[config.mk]
export PLATFORM = sky130hd
export DESIGN_NAME = comp16_rr_arbiter
export DESIGN_NICKNAME = d
export VERILOG_FILES = /design/src/rtl/comp16_rr_arbiter.sv
export SDC_FILE = /design/constraint.sdc
export NUM_CORES = 1
export LEC_CHECK = 0
export ABC_AREA = 1
export BUFFER_PORTS_ARGS = -buffer_cell sky130_fd_sc_hd__buf_2
export CAP_MARGIN = 5
export CORE_ASPECT_RATIO = 1.4
export CORE_MARGIN = 3
export CORE_UTILIZATION = 30
export CTS_CLUSTER_DIAMETER = 50
export CTS_CLUSTER_SIZE = 8
export DETAILED_ROUTE_END_ITERATION = 7
export SLEW_MARGIN = 15
export SYNTH_ARGS = -nofsm -noshare
export SYNTH_HDL_FRONTEND = slang
export SYNTH_HIERARCHICAL = 1
export SYNTH_SLANG_ARGS = --single-unit
[constraint.sdc]
create_clock -name clk -period 3.45 [get_ports clk]
set_input_delay 0.345 -clock clk [delete_from_list [all_inputs] [get_ports clk]]
set_output_delay 0.345 -clock clk [all_outputs]
set_load 0.005 [all_outputs]
[src/rtl/comp16_rr_arbiter.sv]
// ---------------------------------------------------------------------------
// comp16_rr_arbiter
//
// Shares a single 16-bit unsigned magnitude comparator between N_REQ
// requesters in the reservoir readout path. A round-robin arbiter picks one
// pending requester and latches its operand pair. The shared comparator then
// evaluates the pair, and the result is returned as registered lt/gt/eq flags
// together with a one-cycle done pulse to the winner.
//
// Each operation takes three cycles: IDLE -> CMP -> DONE -> IDLE.
//
// Ports:
//   clk        in   system clock, rising edge
//   rst_n      in   asynchronous active-low reset
//   req        in   [N_REQ]        level requests, held until done
//   a_flat     in   [N_REQ*WIDTH]  operand A of requester i at [i*WIDTH +: WIDTH]
//   b_flat     in   [N_REQ*WIDTH]  operand B of requester i, same packing
//   grant      out  [N_REQ]        one-hot winner during CMP and DONE
//   done       out  [N_REQ]        one-hot single-cycle result-valid pulse
//   lt_out     out  A <  B of the last completed compare
//   gt_out     out  A >  B of the last completed compare
//   eq_out     out  A == B of the last completed compare (1 after reset)
//   winner_idx out  [IDX_W]        index of the current or last winner
//   busy       out  high in CMP and DONE
// ---------------------------------------------------------------------------

// Comparator slice chain: four 4-bit stages cascaded from the least
// significant nibble upward. A stage whose nibbles are equal passes through
// the verdict of the stage below it. The lowest stage takes the external seed.
module comp_16bit (
  input  logic [15:0] a,
  input  logic [15:0] b,
  input  logic        lt_in,
  input  logic        gt_in,
  input  logic        eq_in,
  output logic        lt,
  output logic        gt,
  output logic        eq
);

  // One nibble stage; the result is packed as {lt, gt, eq}.
  function automatic logic [2:0] cmp4(input logic [3:0] an, input logic [3:0] bn,
                                      input logic [2:0] casc);
    if (an > bn) begin
      cmp4 = 3'b010;
    end else if (an < bn) begin
      cmp4 = 3'b100;
    end else begin
      cmp4 = casc;
    end
  endfunction

  logic [2:0] c0_s;
  logic [2:0] c1_s;
  logic [2:0] c2_s;
  logic [2:0] c3_s;

  // Ripple the verdict from the low nibble to the high nibble.
  always_comb begin
    c0_s = cmp4(a[3:0],   b[3:0],   {lt_in, gt_in, eq_in});
    c1_s = cmp4(a[7:4],   b[7:4],   c0_s);
    c2_s = cmp4(a[11:8],  b[11:8],  c1_s);
    c3_s = cmp4(a[15:12], b[15:12], c2_s);
    lt   = c3_s[2];
    gt   = c3_s[1];
    eq   = c3_s[0];
  end

endmodule

module comp16_rr_arbiter #(
  parameter int N_REQ = 4,
  parameter int WIDTH = 16,
  parameter int IDX_W = 2
) (
  input  logic                     clk,
  input  logic                     rst_n,
  input  logic [N_REQ-1:0]         req,
  input  logic [N_REQ*WIDTH-1:0]   a_flat,
  input  logic [N_REQ*WIDTH-1:0]   b_flat,
  output logic [N_REQ-1:0]         grant,
  output logic [N_REQ-1:0]         done,
  output logic                     lt_out,
  output logic                     gt_out,
  output logic                     eq_out,
  output logic [IDX_W-1:0]         winner_idx,
  output logic                     busy
);

  localparam int                IW1      = IDX_W + 1;
  localparam logic [IDX_W:0]    N_REQ_V  = IW1'(N_REQ);
  localparam logic [IDX_W-1:0]  LAST_IDX = IDX_W'(N_REQ - 1);
  localparam logic [IDX_W-1:0]  IDX_ONE  = IDX_W'(1);

  typedef enum logic [1:0] {
    ST_IDLE = 2'd0,
    ST_CMP  = 2'd1,
    ST_DONE = 2'd2
  } state_t;

  // Reduce an index sum (at most 2*N_REQ-2) modulo N_REQ.
  function automatic logic [IDX_W-1:0] wrap_idx(input logic [IDX_W:0] s);
    if (s >= N_REQ_V) begin
      wrap_idx = IDX_W'(s - N_REQ_V);
    end else begin
      wrap_idx = s[IDX_W-1:0];
    end
  endfunction

  // One-hot vector with only bit idx set.
  function automatic logic [N_REQ-1:0] onehot(input logic [IDX_W-1:0] idx);
    onehot      = {N_REQ{1'b0}};
    onehot[idx] = 1'b1;
  endfunction

  // Registered state
  state_t             state_r;
  logic [IDX_W-1:0]   rr_ptr_r;
  logic [WIDTH-1:0]   op_a_r;
  logic [WIDTH-1:0]   op_b_r;
  logic [N_REQ-1:0]   grant_r;
  logic [N_REQ-1:0]   done_r;
  logic               lt_r;
  logic               gt_r;
  logic               eq_r;
  logic [IDX_W-1:0]   winner_r;
  logic               busy_r;

  // Next-state values
  state_t             state_s;
  logic [IDX_W-1:0]   rr_ptr_s;
  logic [WIDTH-1:0]   op_a_s;
  logic [WIDTH-1:0]   op_b_s;
  logic [N_REQ-1:0]   grant_s;
  logic [N_REQ-1:0]   done_s;
  logic               lt_s;
  logic               gt_s;
  logic               eq_s;
  logic [IDX_W-1:0]   winner_s;
  logic               busy_s;

  // Arbitration and comparator nets
  logic [WIDTH-1:0]   a_arr [N_REQ];
  logic [WIDTH-1:0]   b_arr [N_REQ];
  logic [N_REQ-1:0]   rot_s;
  logic [IDX_W-1:0]   off_s;
  logic [IDX_W-1:0]   pick_s;
  logic               any_req_s;
  logic               cmp_lt_s;
  logic               cmp_gt_s;
  logic               cmp_eq_s;

  for (genvar g = 0; g < N_REQ; g++) begin : g_unpack
    assign a_arr[g] = a_flat[g*WIDTH +: WIDTH];
    assign b_arr[g] = b_flat[g*WIDTH +: WIDTH];
  end

  // Round-robin pick: rotate req so that bit 0 is rr_ptr, then take the lowest
  // set bit and rotate the offset back to an absolute requester index.
  always_comb begin
    rot_s = {N_REQ{1'b0}};
    off_s = {IDX_W{1'b0}};
    for (int i = 0; i < N_REQ; i++) begin
      rot_s[IDX_W'(i)] = req[wrap_idx({1'b0, rr_ptr_r} + IW1'(i))];
    end
    // Scan high to low so that the lowest set offset is the one kept.
    for (int i = N_REQ - 1; i >= 0; i--) begin
      off_s = rot_s[IDX_W'(i)] ? IDX_W'(i) : off_s;
    end
    pick_s    = wrap_idx({1'b0, rr_ptr_r} + {1'b0, off_s});
    any_req_s = |req;
  end

  // The comparator only ever sees the latched operands, with the equal seed.
  comp_16bit u_cmp (
    .a     (op_a_r),
    .b     (op_b_r),
    .lt_in (1'b0),
    .gt_in (1'b0),
    .eq_in (1'b1),
    .lt    (cmp_lt_s),
    .gt    (cmp_gt_s),
    .eq    (cmp_eq_s)
  );

  // FSM next state and next values for all registered outputs.
  always_comb begin
    state_s  = state_r;
    rr_ptr_s = rr_ptr_r;
    op_a_s   = op_a_r;
    op_b_s   = op_b_r;
    grant_s  = grant_r;
    done_s   = done_r;
    lt_s     = lt_r;
    gt_s     = gt_r;
    eq_s     = eq_r;
    winner_s = winner_r;
    busy_s   = busy_r;
    case (state_r)
      ST_IDLE: begin
        if (any_req_s) begin
          state_s  = ST_CMP;
          op_a_s   = a_arr[pick_s];
          op_b_s   = b_arr[pick_s];
          winner_s = pick_s;
          grant_s  = onehot(pick_s);
          done_s   = {N_REQ{1'b0}};
          busy_s   = 1'b1;
        end else begin
          state_s  = ST_IDLE;
          grant_s  = {N_REQ{1'b0}};
          done_s   = {N_REQ{1'b0}};
          busy_s   = 1'b0;
        end
      end
      ST_CMP: begin
        state_s = ST_DONE;
        lt_s    = cmp_lt_s;
        gt_s    = cmp_gt_s;
        eq_s    = cmp_eq_s;
        done_s  = onehot(winner_r);
      end
      ST_DONE: begin
        state_s  = ST_IDLE;
        done_s   = {N_REQ{1'b0}};
        grant_s  = {N_REQ{1'b0}};
        busy_s   = 1'b0;
        // The pointer moves just past the winner, so every other pending
        // requester is served before this one can win again.
        rr_ptr_s = (winner_r == LAST_IDX) ? {IDX_W{1'b0}} : winner_r + IDX_ONE;
      end
      default: begin
        state_s = ST_IDLE;
        grant_s = {N_REQ{1'b0}};
        done_s  = {N_REQ{1'b0}};
        busy_s  = 1'b0;
      end
    endcase
  end

  // State and output registers; a reset mid-operation drops the compare silently.
  always_ff @(posedge clk or negedge rst_n) begin
    if (!rst_n) begin
      state_r  <= ST_IDLE;
      rr_ptr_r <= {IDX_W{1'b0}};
      op_a_r   <= {WIDTH{1'b0}};
      op_b_r   <= {WIDTH{1'b0}};
      grant_r  <= {N_REQ{1'b0}};
      done_r   <= {N_REQ{1'b0}};
      lt_r     <= 1'b0;
      gt_r     <= 1'b0;
      eq_r     <= 1'b1;
      winner_r <= {IDX_W{1'b0}};
      busy_r   <= 1'b0;
    end else begin
      state_r  <= state_s;
      rr_ptr_r <= rr_ptr_s;
      op_a_r   <= op_a_s;
      op_b_r   <= op_b_s;
      grant_r  <= grant_s;
      done_r   <= done_s;
      lt_r     <= lt_s;
      gt_r     <= gt_s;
      eq_r     <= eq_s;
      winner_r <= winner_s;
      busy_r   <= busy_s;
    end
  end

  assign grant      = grant_r;
  assign done       = done_r;
  assign lt_out     = lt_r;
  assign gt_out     = gt_r;
  assign eq_out     = eq_r;
  assign winner_idx = winner_r;
  assign busy       = busy_r;

endmodule

Word level (Yosys, flattened, before mapping)

Index checks and enable logic that the tools add are counted.

Eq/ne operators: 3
$lt $le $gt $ge: 18
Add/sub/neg operators: 6
Reductions and logical operators: 5
Bitwise logic cells: 1
Multiplexer cells: 35

Operators with widths:

| kind                | number |
|---|---|
| $bmux 16 s2         | 2 |
| $mux 16             | 4 |
| $mux 3              | 8 |
| $gt 4x4->1          | 4 |
| $lt 4x4->1          | 4 |
| $lt 2x3->1 const B  | 4 |
| $mux 2              | 6 |
| $ge 3x3->1 const B  | 3 |
| $mux 4              | 2 |
| $pmux 4 s2          | 1 |
| $mux 1              | 6 |
| $sub 2x1->2 const B | 3 |
| $bmux 1 s2          | 2 |
| $demux 1 s2         | 2 |
| $eq 2x2->1 const B  | 2 |
| $ge 2x1->1 const B  | 2 |
| $pmux 2 s2          | 1 |
| $reduce_or 4->1     | 1 |
| $add 2x1->3 const B | 1 |
| $add 2x2->3         | 1 |
| $ge 2x3->1 const B  | 1 |
| $not 2->3           | 1 |
| $add 2x1->2 const B | 1 |
| $eq 2x1->1 const B  | 1 |
| other kinds (4)     | 5 |

Output and inout port bits: 14
Input port bits: 134
Logic and storage cells: 79
Flip-flop bits (word level): 50

Logic depth before layout (Yosys ltp)

Depth in word-level cells: 16
Depth in mapped cells: 14
Gate-level depth less buffers: 14

Modules after synthesis

Netlist, hierarchy kept.

By module, submodules not included:

| module            | sequential area each (sq um) | area an instance (sq um) | instances | cells an instance |
|---|---|---|---|---|
| comp16_rr_arbiter | 1,252.5                      | 3,195.6                  | 1         | 537 |
| comp_16bit        | 0.0                          | 548.0                    | 1         | 95 |

Worst setup path after synthesis

OpenSTA, ideal clock, no wires.

Path kind: reg-to-reg
Start: register rr_ptr_r[0]
End: register op_b_r[10]
Setup slack: 1.750 ns
Arrival: 1.635 ns
Stages on the path, launching flop included: 14
Required time: 3.384 ns
Buffers on the path: 2
Library setup time: 0.066 ns
Period minus slack after synthesis: 1.700 ns
Cells stage by stage: dfrtp_1 -> o21ai_0 -> nor2_1 -> a21oi_1 -> ha_1 -> inv_2 -> buf_4 -> buf_2 -> nand2_1 -> nand2_1 -> nand2_1 -> nand2_1 -> nand2_1 -> nand2_1

Word-level cells in the longest chain between the ends: 12
Elaborated cells between the ends (all ways): 14
Classes of those cells: add/sub: 3; order compare: 2; mux: 8; bitwise: 1

RTL lines:

| item                                          | RTL line | source |
|---|---|---|
| start: declaration                            | 118      | `logic [IDX_W-1:0] rr_ptr_r;` |
| start signal: assignment                      | 245      | `rr_ptr_r <= {IDX_W{1'b0}};` |
| start signal: assignment                      | 257      | `rr_ptr_r <= rr_ptr_s;` |
| $ge 2x3->1 or $sub 2x1->2 (tied branches)     | 103, 104 |  |
| $mux 2                                        | 103      | `if (s >= N_REQ_V) begin` |
| $bmux 1 s2                                    | 164      | `rot_s[IDX_W'(i)] = req[wrap_idx({1'b0, rr_ptr_r} + IW1'(i))];` |
| $mux 1 (not written as such)                  | 164      |  |
| $mux 2                                        | 168      | `off_s = rot_s[IDX_W'(i)] ? IDX_W'(i) : off_s;` |
| $add 2x2->3 *                                 | 170      | `pick_s = wrap_idx({1'b0, rr_ptr_r} + {1'b0, off_s});` |
| $ge 3x3->1 or $sub 2x1->2 (tied branches)     | 103, 104 |  |
| $mux 2 *                                      | 103      |  |
| via pick_s[0]                                 | 147      | `logic [IDX_W-1:0] pick_s;` |
| $not 2->3 (not written as such) *             | 204      | `op_b_s = b_arr[pick_s];` |
| $bmux 16 s2 *                                 | 204      |  |
| $mux 16 (not written as such) * (2 in series) | 204      |  |
| end signal: assignment                        | 247      | `op_b_r <= {WIDTH{1'b0}};` |
| end signal: assignment                        | 259      | `op_b_r <= op_b_s;` |
| end: declaration                              | 120      | `logic [WIDTH-1:0] op_b_r;` |

The timed path passes the listed nets; every way through them passes the cells marked *. The select of a mux whose other input is x is not followed.
A chain may end at the register's enable or synchronous reset.

Final worst setup path

Ends and elaborated chain as after synthesis.

==> out/metrics.yaml <==
avgSynthCellArea_um2: 5.92
syn_area_mm2: 0.00374
synth-adder-area-share_pct: 7.02
ios: 148
setup_tns_ns: 0
antenna_left: 0
drt_iter0_drc: 130
rows: 47
postCtsSetupRepairBufs: 0
layout.cells.non_filler: 914
synth-xor-area-share_pct: 0
worstPathArrival_ns: 2.60
finalInstanceArea_mm2: 0.00472
synth-compound-area-share_pct: 1.84
fmax_mhz: 422
post_drt_wl_per_cell_um: 10.9
wl_met1_um: 4290
grt_max_degree: 67
dp_cells: 906
dr_wl_met3_um: 616
gp_congestion: 0.763
setup_slack_ns: 1.08
fin_skew_ns: 0.00760
power_density_mw_per_mm2: 1050
vias: 3909
maxUsedRoutingLayer: "met4"
worstPathMaxFanout: 42
grt_pass1_vias: 3772
crit_path_start_kind: "flop"
nFillCells: 1416
path_clk_slew_ns: 0.07
grt-ovfl-total: 0
syn-instance-count: 632
p_total_mw: 4.94
drc_errors: 0
port_buffers: 147
antenna_found_initial: 0
worstSetupEndpointType: "flop"
maxSlewHeadroom_pct: 48.4
cts_root_buf: "clkbuf_16"
cts_hold_buf: 0
antenna_cells: 0
period_share_pct: 68.6
final-hold-violation-count: 0
wirelength_um: 9950
die_width_um: 100
clk_latency_ns: 0.29
grt_pass1_wl_um: 16900
synth-seq-area-share_pct: 33.5
dpl_worst_slack_ns: 1.04
htree_num_levels: 2
synth-simple-area-share_pct: 49.2
die_area_mm2: 0.0139
worst_pin_slew_ns: 0.774
final_nets: 921
drive_gt1_share_pct: 23.6
place_hpwl_um: 7670
crit_required_ns: 3.68
ys_ff_latch: 50
rsz0062_at_grt: "false"
start_util_pct: 31.2
routed_via_density: 4.28
cts_tree: "yes"
clk_path_buf_depth: 2
max-vdd-ir-drop_v: 0.000836
place_area_mm2: 0.00457
min_path_type: "in -> async"
die_h_um: 138
min_period_ns: 2.37
setup_viol: 0
final_common_cell: "nand2_1"
synth_cell_types: 23
slew_viol_final: 0
cap_violations: 0
coreArea_mm2: 0.0120
worstSetupPathType: "reg -> reg"
final_cell_mix: "440 x nand2_1, 147 x buf_2, 49 x dfrtp_1, 37 x inv_1, 20 x ha_1"
ys_warn_count: 6
total_leakage_power_nw: 3.00
synth_mux_area_share_pct: 0
first_pass_iters: 4
area_growth_pct: 26.2
cts_resized: 0
grt_use_total_pct: 14.6
synth_top_family_by_area: "simple AND/OR/NAND/NOR gates"
cts-buffers-inserted: 5
route.met2.wl_um: 4940
status: "finished clean"
cts.sinks: 50
critical path, stage by stage, from the launching register on:
cell     delay (ns)
dfrtp_1        0.43
o21ai_0        0.17
nor2_1         0.06
a21oi_1        0.13
ha_2           0.30
inv_2          0.46
buf_4          0.31
nand2_1        0.07
nand2_1        0.07
nand2_1        0.06
nand2_1        0.11
nand2_1        0.06
nand2_1        0.07
cells in the mapped netlist, drive strengths merged:
master	n	share of area (%)
nand2	446	45
dfrtp	49	33
inv	44	4.4
buf	25	3.7
ha	21	7.0
nor2	17	1.8
a21oi	7	1.0
o21ai	6	0.80
nand4	5	1.0
nand3	4	0.53
clkbuf	2	0.20
conb	2	0.20
dfstp	1	0.70
nand3b	1	0.20
nor3b	1	0.33
or2	1	0.17
power by group:
part / switching [mW] / internal, mW / leakage, nW / total (mW)
combinational: 2.28 / 1.15 / 2.29 / 3.43
sequential: 0.151 / 0.849 / 0.633 / 1.00
clock: 0.223 / 0.291 / 0.0735 / 0.515
total: 2.65 / 2.29 / 3.00 / 4.94
routing by layer:
metal	GRT usage (%)	vias to the layer above
li1	-	2137
met1	17.9	1665
met2	26.2	102
met3	2.42	5
met4	3.83	0
met5	0	-
registers in the layout, summed over array words and instances, names as in the netlist:
signal and flops:
grant 4, rr_ptr_r 2, op_a_r 16, winner_idx 2, op_b_r 16, done 4, gt_out 1, eq_out 1
busy 1, state_r 2, lt_out 1
area by class of cell:
class                           instances  area (µm²)  area share, %
Timing Repair Buffer                  153         781           16.5
Tap cell                              147         184           3.89
Sequential cell                        50        1250           26.5
Clock buffer                            6         139           2.94
Inverter                               44         165           3.50
Clock inverter                          2        16.3          0.344
Multi-Input combinational cell        512        2190           46.3
logic make-up after synthesis:
kind of cell,after synthesis
AO/OA/AOI/OAI,13
other,2
buffers and inverters,71
flip-flops,50
adder cells (fa/ha/maj),21
AND/OR/NAND/NOR,475
worst paths after layout:
| path | start | end | slack, ns | depth (start not counted) |
|---|---|---|---|---|
| max | rr_ptr_r[0]$_DFFE_PN0N_ | op_b_r[10]$_DFFE_PN0P_ | 1.08 | 12 |
| min | rst_n | op_b_r[10]$_DFFE_PN0P_ | 0.13 | 1 |
| max reg2reg | rr_ptr_r[0]$_DFFE_PN0N_ | op_b_r[10]$_DFFE_PN0P_ | 1.08 | 12 |
| min reg2reg | busy$_DFFE_PN0N_ | busy$_DFFE_PN0N_ | 0.47 | 2 |
| max in group asynchronous | rst_n | op_a_r[10]$_DFFE_PN0P_ | 2.58 | 2 |
| min in group clk | b_flat[33] | op_b_r[1]$_DFFE_PN0P_ | 0.42 | 7 |
per-stage QoR:
step	hold WS, ns	utilization (%)
CTS	0.157	39.4
detailed placement	0.464	38.1
floorplan	0.0494	-
finish	0.132	39.4
global route	0.203	39.4
global placement	0.462	38.1
No activity file was read; power rests on OpenSTA's default activity.
